`config.mk`:
```
export PLATFORM = sky130hd
export DESIGN_NAME = sprite_engine
export DESIGN_NICKNAME = d
export VERILOG_FILES = /design/src/rtl/vga_pkg.sv /design/src/rtl/sprite_attr_ram.sv /design/src/rtl/sprite_engine.sv
export SDC_FILE = /design/constraint.sdc
export NUM_CORES = 1
export LEC_CHECK = 0
export BUFFER_PORTS_ARGS = -buffer_cell sky130_fd_sc_hd__buf_2
export CAP_MARGIN = 20
export CORE_MARGIN = 2
export CORE_UTILIZATION = 55
export DETAILED_ROUTE_END_ITERATION = 10
export GPL_ROUTABILITY_DRIVEN = 1
export PLACE_DENSITY = 0.72
export SETUP_SLACK_MARGIN = 0.3
export SYNTH_ARGS = -nofsm -noshare
export SYNTH_HDL_FRONTEND = slang
export SYNTH_SLANG_ARGS = --single-unit
```
`constraint.sdc`:
```
create_clock -name clk -period 9.3 [get_ports clk]
set_input_delay 0.465 -clock clk [delete_from_list [all_inputs] [get_ports clk]]
set_output_delay 0.465 -clock clk [all_outputs]
set_load 0.01 [all_outputs]
```
`src/rtl/vga_pkg.sv`:
```
// Shared VGA definitions: sprite attribute layout, pixel constants and
// the sprite compositor state encoding.
package vga_pkg;

  localparam int SPR_DIM           = 16;
  localparam int PIX_TRANSP_BIT    = 15;
  localparam int H_VISIBLE_DEFAULT = 640;

  typedef struct packed {
    logic       enable;
    logic       hflip;
    logic [9:0] x;
    logic [9:0] y;
    logic [1:0] rsvd;
    logic [7:0] frame;
  } sprite_attr_t;

  localparam logic [2:0] ST_IDLE  = 3'd0;
  localparam logic [2:0] ST_FETCH = 3'd1;
  localparam logic [2:0] ST_CHECK = 3'd2;
  localparam logic [2:0] ST_DRAW  = 3'd3;
  localparam logic [2:0] ST_DRAIN = 3'd4;
  localparam logic [2:0] ST_DONE  = 3'd5;

  // Column within the 16-pixel sprite row, mirrored when hflip is set (15-c == ~c).
  function automatic logic [3:0] spr_col(input logic hflip, input logic [3:0] c);
    return hflip ? ~c : c;
  endfunction

endpackage

```
`src/rtl/sprite_attr_ram.sv`:
```
// Sprite attribute table: one write port, one registered read port.
// A read of an entry written in the same cycle returns the previous contents.
module sprite_attr_ram #(
  parameter  int DEPTH = 32,
  localparam int AW    = $clog2(DEPTH)
) (
  input  logic          clk,
  input  logic          we,
  input  logic [AW-1:0] waddr,
  input  logic [31:0]   wdata,
  input  logic [AW-1:0] raddr,
  output logic [31:0]   rdata
);

  logic [31:0] mem [DEPTH];

  // NOTE: the array and read register are deliberately not reset; the table
  // survives reset and read data is only consumed after a FETCH cycle.
  always_ff @(posedge clk) begin
    if (we) mem[waddr] <= wdata;
    rdata <= mem[raddr];
  end

endmodule

```
`src/rtl/sprite_engine.sv`:
```
// Per-scanline sprite compositor: scans the attribute table from the highest
// index down and overwrites draw line-buffer pixels for every intersecting sprite.
module sprite_engine
  import vga_pkg::*;
#(
  parameter  int NUM_SPRITES = 32,
  parameter  int H_VISIBLE   = H_VISIBLE_DEFAULT,
  localparam int IW          = $clog2(NUM_SPRITES)
) (
  input  logic          clk,
  input  logic          reset,
  input  logic          start,
  input  logic [9:0]    line,
  input  logic          attr_we,
  input  logic [IW-1:0] attr_addr,
  input  logic [31:0]   attr_wdata,
  output logic [15:0]   pix_addr,
  input  logic [15:0]   pix_rdata,
  output logic [9:0]    lb_addr,
  output logic [15:0]   lb_data,
  output logic          lb_wren,
  output logic          busy,
  output logic          done,
  output logic [IW:0]   hit_count
);

  logic [2:0]    state;
  logic [IW-1:0] idx;
  logic [9:0]    line_q;
  logic [IW:0]   hits;

  logic [31:0]   rd_word;
  sprite_attr_t  attr;
  logic [9:0]    dy;
  logic          hit;
  logic          unused_rsvd;

  logic [9:0]    cur_x;
  logic          cur_hflip;
  logic [7:0]    cur_frame;
  logic [3:0]    cur_row;
  logic [3:0]    col;
  logic [10:0]   draw_x;

  logic          wr_valid;
  logic [9:0]    wr_addr;
  logic          wr_in_range;

  sprite_attr_ram #(.DEPTH(NUM_SPRITES)) u_attr_ram (
    .clk   (clk),
    .we    (attr_we),
    .waddr (attr_addr),
    .wdata (attr_wdata),
    .raddr (idx),
    .rdata (rd_word)
  );

  assign attr        = sprite_attr_t'(rd_word);
  assign unused_rsvd = ^attr.rsvd;
  assign dy          = line_q - attr.y;
  assign hit         = attr.enable && (line_q >= attr.y) && (dy < 10'(SPR_DIM));
  assign draw_x      = {1'b0, cur_x} + {7'b0, col};

  // Write stage is one cycle behind the address stage, lined up with pix_rdata.
  assign lb_addr = wr_addr;
  assign lb_data = wr_valid ? pix_rdata : 16'h0000;
  assign lb_wren = wr_valid && !pix_rdata[PIX_TRANSP_BIT] && wr_in_range;

  // NOTE: all state below is registered with non-blocking assignments so every
  // branch sees the pre-edge values of state, idx and col.
  always_ff @(posedge clk or posedge reset) begin
    if (reset) begin
      state       <= ST_IDLE;
      idx         <= '0;
      line_q      <= '0;
      hits        <= '0;
      hit_count   <= '0;
      busy        <= 1'b0;
      done        <= 1'b0;
      pix_addr    <= '0;
      cur_x       <= '0;
      cur_hflip   <= 1'b0;
      cur_frame   <= '0;
      cur_row     <= '0;
      col         <= '0;
      wr_valid    <= 1'b0;
      wr_addr     <= '0;
      wr_in_range <= 1'b0;
    end else begin
      wr_valid    <= (state == ST_DRAW);
      wr_addr     <= draw_x[9:0];
      wr_in_range <= (draw_x < 11'(H_VISIBLE));

      case (state)
        ST_IDLE, ST_DONE: begin
          if (start) begin
            line_q <= line;
            done   <= 1'b0;
            busy   <= 1'b1;
            hits   <= '0;
            idx    <= IW'(NUM_SPRITES - 1);
            state  <= ST_FETCH;
          end
        end

        ST_FETCH: state <= ST_CHECK;

        ST_CHECK: begin
          if (hit) begin
            hits      <= hits + 1'b1;
            cur_x     <= attr.x;
            cur_hflip <= attr.hflip;
            cur_frame <= attr.frame;
            cur_row   <= dy[3:0];
            col       <= '0;
            pix_addr  <= {attr.frame, dy[3:0], spr_col(attr.hflip, 4'd0)};
            state     <= ST_DRAW;
          end else if (idx == '0) begin
            state <= ST_DRAIN;
          end else begin
            idx   <= idx - 1'b1;
            state <= ST_FETCH;
          end
        end

        ST_DRAW: begin
          if (col == 4'hF) begin
            if (idx == '0) begin
              state <= ST_DRAIN;
            end else begin
              idx   <= idx - 1'b1;
              state <= ST_FETCH;
            end
          end else begin
            col      <= col + 1'b1;
            pix_addr <= {cur_frame, cur_row, spr_col(cur_hflip, col + 1'b1)};
          end
        end

        ST_DRAIN: begin
          busy      <= 1'b0;
          done      <= 1'b1;
          hit_count <= hits;
          state     <= ST_DONE;
        end

        default: state <= ST_IDLE;
      endcase
    end
  end

endmodule

```
==> flow_summary.yaml, run 1 <==
worst_setup_path:
  rr_endpoint: "pix_addr[2]"
  r2r_slack_ns: 4.96
  cp-end-kind: "register"
  rr_worst_depth: 11
  worstSetupPathType: "reg2reg"
  cp.required_ns: 9.82
  critPathLaunch: "line_q[0]"
  critical_path.max_fanout: 36
  startpoint_type: "register"
  arrival_ns: 4.86
  r2r_start: "line_q[0]"
worst_hold_path:
  holdPathStages: 2
  hold_class: "in2reg"
  hp-start: "line[2]"
  min_to: "line_q[2]"
yosys:
  syn-cell-area_sq_mm: 0.0417
  syn-instance-count: 1846
  synth_top_area_cell: "edfxtp_1"
  synth_area_leaders: "edfxtp_1 69%, mux4_2 16%, dfrtp_1 5.2%"
  ys_seq_area_share_pct: 75.9
  post-synth-top-area-fraction_pct: 69.2
  async_flop_share_pct: 8.08
  ys_warn_count: 0
  synth_ff_type: "edfxtp_1"
  synth_cell_type_count: 64
  syn_nets: 1933
  synth_edf_count: 960
  syn_avg_cell_area_sq_um: 22.6
  synth_seq_cells: 1077
final_layout:
  final-seq-area_sq_mm: 0.0316
  syn_to_final_growth_pct: 13.1
  multi_input_area_sq_mm: 0.00982
  stdcell_area_sq_mm: 0.0471
  drive_above_1_share_pct: 35.4
  post-route-util_pct: 63.1
  n_fill_cell: 4850
  layout.nets: 2112
clocking:
  cts_buffers: 105
  holdBufCountCts: 1
  post_cts_buffers: 0
  clkTransAtPathRegs_ns: 0.06
  cts_resized: 0
  clk_latency_ns: 0.66
  cts-root-buf: "clkbuf_16"
  clockBufferDepth: 3
  cts_tree: "done"
  cts_max_level: 3
  cts_sinks: 1077
place:
  io_buffers: 115
  dp_hpwl_mm: 46.0
  placedInstanceArea_sq_mm: 0.0437
  gp_congestion: 0.778
sta:
  slew_violations: 0
  finClkSkew_ns: 0.0280
  whs_ns: 0.0511
  finalCritPeriodShare_pct: 46.6
  finalHoldViolCount: 0
  fmaxAchievable_mhz: 231
  final-setup-viol-count: 0
  tns_ns: 0
  worstMarginPinSlew_ns: 1.03
  relSlewSlack_pct: 31.6
  grt_setup_unrepaired: "no"
  fin_crit_ns: 4.34
drt:
  vias: 19500
  first_pass_iters: 5
  wl_mm: 90.5
  ant_nets: 0
  vias_per_cell: 6.32
  initialDrtViolationCount: 1909
  drc_errors: 0
  wl_per_cell_um: 29.4
run:
  max_cap_violations: 0
power_and_ir_drop:
  total_power_mw: 13.0
  p_leak_nw: 15.8
  power_density_mw_per_mm2: 276
  irDropWorstVdd_mv: 0.179
floorplan:
  num_io_pins: 118
  start_util_pct: 55.8
  dieWidth_um: 279
  coreArea_sq_mm: 0.0747
  rows: 100
  dieHeight_um: 279
  die_area_sq_mm: 0.0780
outcome:
  status: "finished clean"
global_routing:
  grtUsageTotal_pct: 23.7
  grt_overflow_total: 0
  antenna_found_initial: 10
  first_global_vias: 20100
  grt_max_degree: 138
  grt_pass1_wl_mm: 133
-- registers in the layout, indices dropped and copies added, names as in the netlist, 4 cells and up --
name / cells
cur_x: 10
line_q: 10
col: 4
cur_row: 4
cur_frame: 8
idx: 5
u_attr_ram.mem: 960
hit_count: 6
pix_addr: 16
hits: 6
u_attr_ram.rdata: 30
lb_addr: 10
-- where the power goes --
| part | switching [mW] | internal, mW |
|---|---|---|
| combinational | 1.46 | 1.59 |
| clock | 1.75 | 2.44 |
| sequential | 0.243 | 5.52 |
| total | 3.45 | 9.55 |
-- per-stage QoR --
step	setup slack (ns)	instances
floorplan	6.19	1846
global placement	5.06	2886
finish	4.96	3082
CTS	5.00	3078
global route	4.74	3079
detailed placement	5.04	2886
-- worst max-delay path by stage --
stage | endpoint | slack, ns | cells after the start
after floorplan | pix_addr[0] | 6.19 | 14
after global placement | u_attr_ram.rdata[13] | 5.06 | 5
after detailed placement | u_attr_ram.rdata[19] | 5.04 | 5
after CTS | u_attr_ram.rdata[19] | 5.00 | 5
after global routing | pix_addr[10] | 4.74 | 11
final | pix_addr[2] | 4.96 | 11
-- routing by layer --
metal / track usage [%] / vias up / part of all wire, % / wire [um]
met4: 7.04 / 2 / 2.5 / 2240
met5: 0 / - / 0.013 / 12
met1: 32.2 / 10400 / 39 / 35500
li1: - / 8082 / - / -
met2: 40.0 / 879 / 51 / 46000
met3: 3.82 / 131 / 7.5 / 6830
-- cell usage in the layout (no fill, tap or decap), types with 26 or more instances in the layout --
master / netlist / final
buf_2: 5 / 115
buf_4: 0 / 44
clkbuf_16: 0 / 107
dfrtp_1: 87 / 82
dfxtp_1: 30 / 30
edfxtp_1: 960 / 960
inv_1: 27 / 26
mux2_2: 86 / 86
mux4_2: 300 / 300
nor2_4: 0 / 32
-- worst max-delay path, stage by stage, from the launching register on --
cell,delay (ns)
dfrtp_1,0.39
inv_1,0.06
ha_1,0.15
inv_1,0.05
fa_1,0.43
a211oi_4,0.36
nor2_1,0.10
xnor2_1,0.14
a211oi_1,0.37
and4bb_2,0.88
or2_1,0.81
mux2_2,0.42
-- logic make-up (layout without fill, tap and decap cells) --
family / Yosys count / after routing / synth area share [%]
DFF: 1077 / 1077 / 75.9
muxes: 400 / 400 / 19.0
and+or+nand+nor: 146 / 146 / 1.84
buffers and inverters: 116 / 379 / 1.12
AOI/OAI and AO/OA: 70 / 70 / 1.22
adders and majority gates: 20 / 20 / 0.637
xor gates and xnor gates: 17 / 17 / 0.357
other: 0 / 4 / 0
-- area by class of cell --
| class | instances | area share (%) |
|---|---|---|
| diodes | 4 | 0.0212 |
| clock buffers | 130 | 5.93 |
| clock inverters | 61 | 1.31 |
| inverters | 27 | 0.220 |
| multi-input cells | 653 | 20.8 |
| flip-flops and latches | 1077 | 67.1 |
| well taps | 969 | 2.57 |
| repair buffers | 161 | 1.99 |
-- cell usage after synthesis (3+ instances only) --
master and number:
nand3_1 7, xnor2_1 11, dfxtp_1 30, a21oi_1 16
and2_1 18, a21o_1 4, mux2_2 86, nor3_1 3
buf_6 3, mux4_2 300, nand3b_1 7, o211ai_1 6
nand4_1 7, mux2i_1 8, nand2_1 20, o21ai_0 14
a31oi_1 4, clkbuf_1 65, or3_1 3, dfrtp_1 87
nor2_1 50, inv_1 27, buf_1 15, xor2_1 6
or3b_2 3, nand2b_1 10, nor2b_1 5, mux2_4 6
ha_1 18, edfxtp_1 960, a211oi_1 3, buf_2 5
Power figures use the tool's default switching activity.
==> run 2, diff against run 1 <==
==> constraint.sdc (replaced) <==
create_clock -name clk -period 4.2 [get_ports clk]
set_input_delay 0.21 -clock clk [delete_from_list [all_inputs] [get_ports clk]]
set_output_delay 0.21 -clock clk [all_outputs]
set_load 0.01 [all_outputs]
==> flow_summary.yaml, run 2 (synthesized netlist as in run 1, its figures left out) <==
outcome:
  status: "finished clean"
run:
  max_cap_violations: 0
clocking:
  clk_latency_ns: 0.65
  cts_max_level: 3
  holdBufCountCts: 12
  cts_resized: 0
  cts_buffers: 104
  clkTransAtPathRegs_ns: 0.06
  cts-root-buf: "clkbuf_16"
  post_cts_buffers: 0
  cts_tree: "done"
  clockBufferDepth: 3
  cts_sinks: 1077
sta:
  fin_crit_ns: 3.58
  worstMarginPinSlew_ns: 1.06
  final-setup-viol-count: 0
  finalHoldViolCount: 0
  tns_ns: 0
  slew_violations: 0
  finalCritPeriodShare_pct: 85.2
  grt_setup_unrepaired: "no"
  fmaxAchievable_mhz: 279
  fin_ws_ns: 0.620
  finClkSkew_ns: 0.0179
  relSlewSlack_pct: 29.7
final_layout:
  n_fill_cell: 4843
  syn_to_final_growth_pct: 13.8
  reg_top3: "u_attr_ram.mem x960, u_attr_ram.rdata x30, pix_addr x16"
  layout.nets: 2136
  stdcell_area_sq_mm: 0.0474
  final_common_cell: "edfxtp_1"
  post-route-util_pct: 63.5
  layout_common_cells: "960 x edfxtp_1, 300 x mux4_2, 115 x buf_2"
  multi_input_area_sq_mm: 0.00982
  drive_above_1_share_pct: 36.0
  final-seq-area_sq_mm: 0.0316
  largest_register_ff_count: 960
  largest_register: "u_attr_ram.mem"
global_routing:
  grt_overflow_total: 0
  first_global_vias: 20000
  antenna_found_initial: 10
  grt_pass1_wl_mm: 135
  grtUsageTotal_pct: 24.1
  grt_max_degree: 156
worst_setup_path:
  cp.required_ns: 4.73
  critical_path.max_fanout: 18
  worstSetupPathType: "reg2reg"
  startpoint_type: "register"
  arrival_ns: 4.11
  cp-end-kind: "register"
drt:
  vias_per_cell: 6.31
  initialDrtViolationCount: 2046
  first_pass_iters: 5
  drc_errors: 0
  vias: 19600
  wl_per_cell_um: 29.6
  ant_nets: 0
  wl_mm: 92.0
floorplan:
  num_io_pins: 118
  rows: 100
  dieHeight_um: 279
  start_util_pct: 55.8
  dieWidth_um: 279
  coreArea_sq_mm: 0.0747
  die_area_sq_mm: 0.0780
power_and_ir_drop:
  p_leak_nw: 16.0
  irDropWorstVdd_mv: 0.478
  power_density_mw_per_mm2: 609
place:
  io_buffers: 115
  dp_slack_ns: 0.641
  gp_congestion: 0.769
  placedInstanceArea_sq_mm: 0.0439
  dp_hpwl_mm: 48.6
worst_hold_path:
  hold_class: "in2async"
run 2: changes by cell type in the layout (fill, tap and decap cells not counted), moves of 3 or more:
cell           delta
dlygate4sd3_1    +11
clkbuf_1          -3
buf_12            +7
buf_4             +6
clkinv_2         +12
diode_2           -3
clkbuf_16         +3
run 2: layer usage:
layer	global-route usage (%)	wire (um)	vias to the layer above
met5	0	27	-
met4	6.33	2090	4
met3	3.90	7130	147
met2	40.7	46900	920
met1	33.2	35900	10400
li1	-	-	8134
run 2: path summary, 6_finish.rpt:
path	startpoint	to	slack, ns	cells after the start
max reg2reg	line_q[0]	pix_addr[3]	0.62	11
max	line_q[0]	pix_addr[3]	0.62	11
min	reset	line_q[2]	0.02	3
max in group asynchronous	reset	cur_frame[4]	3.56	4
min in group clk	attr_wdata[20]	u_attr_ram.mem[11][20]	0.04	1
min reg2reg	u_attr_ram.rdata[21]	cur_x[1]	0.44	2
run 2: area by class of cell:
cell class	instances	area share, %
repair buffers	186	2.65
clock inverters	65	1.17
inverters	27	0.219
multi-input cells	653	20.7
clock buffers	129	6.00
flip-flops and latches	1077	66.7
well taps	969	2.56
diodes	1	0.00528
run 2: critical path: stages (launching register included):
cell and delay, ns:
dfrtp_1 0.38, inv_1 0.06, ha_1 0.16, inv_1 0.05
fa_1 0.43, a211oi_4 0.36, nor2_1 0.11, xnor2_1 0.13
a211oi_1 0.31, and4bb_2 0.33, or2_1 0.71, mux2_2 0.42
run 2: stage by stage:
| step | hold slack [ns] | total power [mW] | cells |
|---|---|---|---|
| floorplan | 0.309 | 17.9 | 1846 |
| global placement | 0.432 | 19.7 | 2899 |
| detailed placement | 0.424 | 19.9 | 2899 |
| CTS | 0.0122 | 29.1 | 3105 |
| global route | 0.0291 | 30.0 | 3106 |
| finish | 0.0237 | 28.9 | 3107 |
run 2: power breakdown:
part | total (mW) | internal (mW) | switching (mW)
sequential | 12.7 | 12.2 | 0.491
combinational | 6.93 | 3.64 | 3.29
clock | 9.21 | 5.35 | 3.86
==> run 3, diff against run 2 <==
==> constraint.sdc (replaced) <==
create_clock -name clk -period 4.2 [get_ports clk]
set_input_delay 0.63 -clock clk [delete_from_list [all_inputs] [get_ports clk]]
set_output_delay 0.63 -clock clk [all_outputs]
set_load 0.01 [all_outputs]
==> flow_summary.yaml, run 3 (synthesized netlist as in run 1, its figures left out) <==
final_layout:
  layout.cells.non_filler: 3101
  n_fill_cell: 4833
  layout.nets: 2129
  largest_register_ff_count: 960
  reg_top3: "u_attr_ram.mem x960, u_attr_ram.rdata x30, pix_addr x16"
  syn_to_final_growth_pct: 13.7
  drive_above_1_share_pct: 36.2
  final_common_cell: "edfxtp_1"
  largest_register: "u_attr_ram.mem"
  layout_common_cells: "960 x edfxtp_1, 300 x mux4_2, 115 x buf_2"
floorplan:
  coreArea_sq_mm: 0.0747
  dieHeight_um: 279
  dieWidth_um: 279
  die_area_sq_mm: 0.0780
  num_io_pins: 118
  rows: 100
  start_util_pct: 55.8
global_routing:
  grt_pass1_wl_mm: 136
  first_global_vias: 20300
  antenna_found_initial: 9
  grt_overflow_total: 0
  grtUsageTotal_pct: 24.3
  grt_max_degree: 72
sta:
  finalHoldViolCount: 0
  tns_ns: 0
  finClkSkew_ns: 0.0347
  finalCritPeriodShare_pct: 86.6
  fin_crit_ns: 3.64
  relSlewSlack_pct: 39.2
  grt_setup_unrepaired: "no"
  final-setup-viol-count: 0
  worstMarginPinSlew_ns: 0.909
  fmaxAchievable_mhz: 275
  slew_violations: 0
worst_setup_path:
  rr_endpoint: "pix_addr[10]"
  rr_worst_depth: 11
  critical_path.max_fanout: 18
  worstSetupPathType: "reg2reg"
  cp-end-kind: "register"
  critPathLaunch: "line_q[0]"
  arrival_ns: 4.15
  cp.required_ns: 4.72
  startpoint_type: "register"
  r2r_slack_ns: 0.56
  r2r_start: "line_q[0]"
power_and_ir_drop:
  p_sw_share_pct: 26.6
  pwr-share-clk_pct: 31.8
  p_seq_share_pct: 44.0
  power.internal_mw: 21.2
  power_density_mw_per_mm2: 610
  power_switching_mw: 7.69
  irDropWorstVdd_mv: 0.406
  p_leak_nw: 16.0
  p_comb_share_pct: 24.2
drt:
  first_pass_iters: 5
  ant_nets: 0
  initialDrtViolationCount: 2211
  drc_errors: 0
  vias: 19800
  wl_mm: 92.2
  wl_per_cell_um: 29.7
  vias_per_cell: 6.40
clocking:
  cts_tree: "done"
  post_cts_buffers: 0
  cts_buffers: 104
  cts_resized: 0
  cts-root-buf: "clkbuf_16"
  clockBufferDepth: 3
  clk_latency_ns: 0.66
  cts_sinks: 1077
  holdBufCountCts: 0
  clkTransAtPathRegs_ns: 0.06
  cts_max_level: 3
run:
  max_cap_violations: 0
place:
  io_buffers: 115
  dp_hpwl_mm: 50.2
  gp_congestion: 0.784
  place_inst: 2905
outcome:
  status: "finished clean"
worst_hold_path:
  hold_class: "in2async"
[run 3: changes by cell type in the layout (fill, tap and decap cells not counted), sizes merged, moves of 3 or more]
cell	delta
clkbuf	+4
dlygate4sd3	-12
inv	-5
diode	+3
clkinv	-3
buf	+5
[run 3: worst max path at each step]
stage / end / slack [ns] / cells after the start
3_5_place_dp: pix_addr[10] / 0.62 / 11
6_report: pix_addr[10] / 0.56 / 11
3_3_place_gp: pix_addr[3] / 0.69 / 11
5_1_grt: pix_addr[0] / 0.41 / 11
2_1_floorplan: pix_addr[0] / 1.09 / 14
4_1_cts: pix_addr[10] / 0.58 / 11
[run 3: area by class of cell]
class / count / area, sq um / share of cell area (%)
repair buffers: 179 / 1230 / 2.60
flip-flops and latches: 1077 / 31600 / 66.8
well taps: 969 / 1210 / 2.56
diodes: 4 / 10.0 / 0.0211
inverters: 27 / 104 / 0.219
clock buffers: 133 / 2810 / 5.94
multi-input cells: 653 / 9820 / 20.7
clock inverters: 59 / 554 / 1.17
[run 3: metrics by stage]
stage          cell area [sq um]  setup WS, ns  power, mW  hold slack (ns)  util, %
3_5_place_dp               44000         0.622       19.9            0.430     58.9
3_3_place_gp               44000         0.694       19.8            0.429     58.9
2_1_floorplan              41700          1.09       17.9            0.410        -
6_report                   47400         0.563       28.9           0.0633     63.4
4_1_cts                    47400         0.578       29.1           0.0578     63.4
5_1_grt                    47400         0.408       30.0           0.0992     63.4
[run 3: power by group through the flow]
stage / sequential, mW / clock (mW) / combinational (mW)
2_1_floorplan: 12.7 / 0 / 5.21
3_3_place_gp: 12.9 / 0 / 6.86
3_5_place_dp: 12.9 / 0 / 6.99
4_1_cts: 12.7 / 9.33 / 7.06
5_1_grt: 12.8 / 9.75 / 7.49
6_report: 12.7 / 9.19 / 7.00
[run 3: metal layers]
layer	up-vias	track usage, %	wire length [um]
li1	8106	-	-
met1	10600	33.4	36100
met2	977	40.5	46800
met3	156	4.61	7190
met4	2	6.38	2180
met5	-	0	13
[run 3: critical path, cell delays in order (launching register included)]
cell,delay [ns]
dfrtp_1,0.38
inv_1,0.06
ha_1,0.16
inv_1,0.06
fa_1,0.44
a211oi_4,0.37
nor2_1,0.11
xnor2_1,0.13
a211oi_1,0.32
and4bb_2,0.33
or2_1,0.71
mux2_2,0.42
